<file path="src/rtl/unidade_controle_jogo_seq.sv">
// Moore sequencer for the memory game: grows the sequence per round,
// waits for each play with a timeout, and reports win / error / timeout.
module unidade_controle_jogo_seq #(
  parameter int TIMEOUT_CICLOS = 3000
) (
  input  logic       clock,
  input  logic       reset,
  input  logic       jogar,
  input  logic       jogada,
  input  logic       igual,
  input  logic       fimE,
  input  logic       fimL,
  output logic       zeraE,
  output logic       contaE,
  output logic       zeraL,
  output logic       contaL,
  output logic       zeraR,
  output logic       registraR,
  output logic       pronto,
  output logic       ganhou,
  output logic       perdeu,
  output logic       db_timeout,
  output logic [3:0] db_estado
);

  localparam int TW = $clog2(TIMEOUT_CICLOS);
  localparam logic [TW-1:0] TMAX = TW'(TIMEOUT_CICLOS - 1);

  typedef enum logic [3:0] {
    INICIAL    = 4'h0,
    PREPARA    = 4'h1,
    ESPERA     = 4'h2,
    REGISTRA   = 4'h3,
    COMPARA    = 4'h4,
    PROXIMO    = 4'h5,
    PROX_SEQ   = 4'h6,
    FIM_GANHOU = 4'hA,
    FIM_TOUT   = 4'hD,
    FIM_ERRO   = 4'hE
  } estado_t;

  estado_t       estado;
  estado_t       prox;
  logic [TW-1:0] tmr;
  logic          tout;

  assign tout = (tmr == TMAX);

  // tmr only runs while waiting, so every entry to ESPERA gets a full window
  always_ff @(posedge clock or negedge reset) begin
    if (!reset) begin
      estado <= INICIAL;
      tmr    <= '0;
    end else begin
      estado <= prox;
      tmr    <= (estado == ESPERA) ? tmr + TW'(1) : '0;
    end
  end

  always_comb begin
    prox = INICIAL;
    case (estado)
      INICIAL:    prox = jogar ? PREPARA : INICIAL;
      PREPARA:    prox = ESPERA;
      ESPERA: begin
        if (jogada)    prox = REGISTRA;
        else if (tout) prox = FIM_TOUT;
        else           prox = ESPERA;
      end
      REGISTRA:   prox = COMPARA;
      COMPARA: begin
        if (!igual)     prox = FIM_ERRO;
        else if (!fimE) prox = PROXIMO;
        else if (fimL)  prox = FIM_GANHOU;
        else            prox = PROX_SEQ;
      end
      PROXIMO:    prox = ESPERA;
      PROX_SEQ:   prox = ESPERA;
      FIM_GANHOU: prox = jogar ? PREPARA : FIM_GANHOU;
      FIM_ERRO:   prox = jogar ? PREPARA : FIM_ERRO;
      FIM_TOUT:   prox = jogar ? PREPARA : FIM_TOUT;
      default:    prox = INICIAL;
    endcase
  end

  always_comb begin
    zeraE      = 1'b0;
    contaE     = 1'b0;
    zeraL      = 1'b0;
    contaL     = 1'b0;
    zeraR      = 1'b0;
    registraR  = 1'b0;
    pronto     = 1'b0;
    ganhou     = 1'b0;
    perdeu     = 1'b0;
    db_timeout = 1'b0;
    case (estado)
      PREPARA: begin
        zeraE = 1'b1;
        zeraL = 1'b1;
        zeraR = 1'b1;
      end
      REGISTRA: registraR = 1'b1;
      PROXIMO:  contaE = 1'b1;
      PROX_SEQ: begin
        contaL = 1'b1;
        zeraE  = 1'b1;
      end
      FIM_GANHOU: begin
        pronto = 1'b1;
        ganhou = 1'b1;
      end
      FIM_ERRO: begin
        pronto = 1'b1;
        perdeu = 1'b1;
      end
      FIM_TOUT: begin
        pronto     = 1'b1;
        perdeu     = 1'b1;
        db_timeout = 1'b1;
      end
      default: ;
    endcase
  end

  assign db_estado = estado;

endmodule
</file>
<file path="config.mk">
export PLATFORM = sky130hd
export DESIGN_NAME = unidade_controle_jogo_seq
export DESIGN_NICKNAME = d
export VERILOG_FILES = /design/src/rtl/unidade_controle_jogo_seq.sv
export SDC_FILE = /design/constraint.sdc
export NUM_CORES = 1
export LEC_CHECK = 0
export ABC_AREA = 1
export BUFFER_PORTS_ARGS = -buffer_cell sky130_fd_sc_hd__buf_4
export CAP_MARGIN = 20
export CELL_PAD_IN_SITES_DETAIL_PLACEMENT = 1
export CELL_PAD_IN_SITES_GLOBAL_PLACEMENT = 1
export CORE_ASPECT_RATIO = 1.1
export CORE_MARGIN = 1.5
export CORE_UTILIZATION = 34
export DETAILED_ROUTE_END_ITERATION = 6
export PLACE_DENSITY_LB_ADDON = 0.1
export SLEW_MARGIN = 40
export SYNTH_ARGS = -nofsm -noshare
export SYNTH_HDL_FRONTEND = slang
export SYNTH_SLANG_ARGS = --single-unit
</file>
<file path="constraint.sdc">
create_clock -name clock -period 1.78 [get_ports clock]
set_clock_uncertainty 0.05 [all_clocks]
set_input_delay 0.267 -clock clock [delete_from_list [all_inputs] [get_ports clock]]
set_output_delay 0.267 -clock clock [all_outputs]
set_load 0.05 [all_outputs]
</file>
==> results.sh <==
export IMPL_ios=21
export IMPL_drt_antenna_violating_nets=0
export IMPL_hold_viol_final=0
export IMPL_rows=20
export IMPL_vias=1013
export IMPL_first_global_vias=1004
export IMPL_netSwitchingPower_uw=846
export IMPL_power_mw=1.64
export IMPL_cts_num_sinks=16
export IMPL_ys_seq_area_share_pct=39.3
export IMPL_max_cap_violations=0
export IMPL_grt_remaining_overflow=0
export IMPL_wl_per_cell_um=12.7
export IMPL_yosysUniqueCellTypes=18
export IMPL_cp_max_fo=6
export IMPL_io_buffers=20
export IMPL_via_per_inst=4.82
export IMPL_dp_slack_ns=0.275
export IMPL_p_sw_share_pct=51.8
export IMPL_p_leak_nw=0.676
export IMPL_setup_tns_ns=0
export IMPL_drt_total_wl_um=2660
export IMPL_die_w_um=55.2
export IMPL_drive_gt1_share_pct=28.2
export IMPL_grt_setup_unrepaired="no"
export IMPL_dieHeight_um=60.4
export IMPL_yosysTopAreaCell="dfrtp_1"
export IMPL_timing_final_crit_share_pct=94.5
export IMPL_htreeDepth=1
export IMPL_final_cell_mix="nand2_1, nor2_1, inv_1, buf_4"
export IMPL_num_antenna_cells=0
export IMPL_cp_start_kind="flop"
export IMPL_status="complete, no violations"
export IMPL_p_int_uw=789
export IMPL_seqPwrFrac_pct=30.9
export IMPL_synthCells=152
export IMPL_ys_warn_count=0
export IMPL_grtUsageTotal_pct=17.6
export IMPL_netlist_area_leader_share_pct=39.3
export IMPL_max_vdd_ir_drop_uv=773
export IMPL_worstPathArrival_ns=1.36
export IMPL_initial_core_util_pct=36.3
export IMPL_cts_buffers_inserted=3
export IMPL_clkPwrFrac_pct=12.5
export IMPL_antenna_found_initial=0
export IMPL_remaining_drc_errors=0
export IMPL_synthesis_area_um2=1020
export IMPL_grt_pass1_wl_um=4290
export IMPL_crit_type="reg2out"
export IMPL_dpl_hpwl_um=2060
export IMPL_place_congestion=0.771
export IMPL_drt_initial_drc_count=18
export IMPL_yosys_top_cells_area="dfrtp_1, nand2_1, nor2_1"
export IMPL_cts_root_buffer="clkbuf_4"
export IMPL_drtPass1Iterations=3
export IMPL_setup_slack_ns=0.0984
export IMPL_required_ns=1.46
export IMPL_hp_class="in2reg"
export IMPL_grt_max_degree=17
export IMPL_tightestPinTransition_ns=0.257
export IMPL_clock_latency_ns=0.29
export IMPL_layout_cells_non_filler=210
export IMPL_dp_cells=204
export IMPL_cp_slowest_cell="dfrtp_2"
export IMPL_fp_coreArea_um2=2800
export IMPL_path_cells="nand2_1, inv_2, nand2_2, o21ai_2, buf_4"
export IMPL_setup_viol=0
export IMPL_mostFrequentLayoutCell="nand2_1"
export IMPL_cts_tree="built"
export IMPL_nFillCells=374
export IMPL_nets=186
export IMPL_timing_fmax_ghz=0.595
export IMPL_synth_area_per_cell_um2=6.70
export IMPL_power_density_nw_per_um2=1260
export IMPL_slew_viol_final=0
export IMPL_die_area_um2=3330
export IMPL_clk_path_buf_depth=2
export IMPL_finalHoldWorstSlack_ns=0.247
export IMPL_clkTransAtPathRegs_ns=0.10
export IMPL_cpPeakStageDelay_ns=0.49
export IMPL_area_growth_syn_to_layout_pct=27.8
export IMPL_endpoint_kind="output port"
export IMPL_max_slew_margin_pct=82.8
export IMPL_ys_ff_latch=16
export IMPL_syn_num_nets=160
export IMPL_pwr_share_comb_pct=56.6
export IMPL_post_route_min_period_ns=1.68
-- metrics by stage --
stage | area, um^2 | utilization, %
finish | 1300 | 46.4
global route | 1300 | 46.4
CTS | 1270 | 45.4
detailed placement | 1230 | 44.0
global placement | 1230 | 44.0
floorplan | 1050 | -
-- cell usage after synthesis, drive strengths merged --
cell,instances
nand2,39
nor2,30
inv,27
dfrtp,16
nand3,13
o21ai,8
a21oi,7
nand4,4
nor3,4
buf,2
ha,1
xor2,1
-- power groups by stage --
stage | combinational (mW) | sequential (mW) | clock, mW
after floorplan | 0.571 | 0.602 | 0
after global placement | 0.885 | 0.502 | 0
after detailed placement | 0.896 | 0.507 | 0
after CTS | 0.902 | 0.501 | 0.211
after global routing | 1.01 | 0.513 | 0.220
final | 0.926 | 0.505 | 0.204
-- layer usage --
metal	routed length (um)	global-route usage (%)	part of all wire (%)	vias to the layer above
met2	1410	33.8	53	18
met5	0	0	0	-
met1	1150	20.2	43	467
met3	76	1.48	2.9	4
li1	-	-	-	524
met4	29	5.23	1.1	0
-- area by class of cell --
cell class                 count  area [um^2]  area share, %
multi-input combinational    107          544           41.8
tap                           33         41.3           3.17
inverter                      27          101           7.79
clock buffer                   4         26.3           2.02
timing repair buffer          23          183           14.0
sequential                    16          405           31.2
-- worst paths after layout --
| kind | slack (ns) | start | end | cells after the start |
|---|---|---|---|---|
| setup / recovery | 0.1 | db_estado[3] | perdeu | 5 |
| hold / removal | 0.25 | jogada | db_estado[0] | 5 |
| setup reg to reg | 0.36 | tmr[0] | tmr[10] | 6 |
| hold reg to reg | 0.44 | tmr[0] | tmr[0] | 1 |
| max in group asynchronous | 1.15 | reset | db_estado[0] | 2 |
| min in group asynchronous | 0.32 | reset | tmr[11] | 2 |
-- sequential cells by signal (all words and copies together) (netlist names) --
register   cells
db_estado      4
tmr           12
-- critical path: cells and delay by family, from the launching register on --
family,cells,cell delay [ns]
and+or+nand+nor,2,0.23
AOI/OAI and AO/OA,1,0.07
DFF,1,0.49
buffers and inverters,2,0.28
-- cells by family after synthesis --
family / Yosys count / share of synthesized area (%)
fa+ha+maj: 1 / 1.23
buf+inv: 29 / 11.8
compound gates: 15 / 7.37
flops: 16 / 39.3
simple gates: 90 / 39.4
xor+xnor: 1 / 0.860
-- repair_timing --
item / CTS / global route
hold endpoints to repair: 16 / 0
pin swaps: 0 / 0
gates resized for setup: 1 / 6
gates cloned: 0 / 0
setup endpoints to repair: 2 / 8
hold buffers: 1 / 0
setup buffers: 0 / 1
Note: power is estimated with default switching activity, not from simulation.
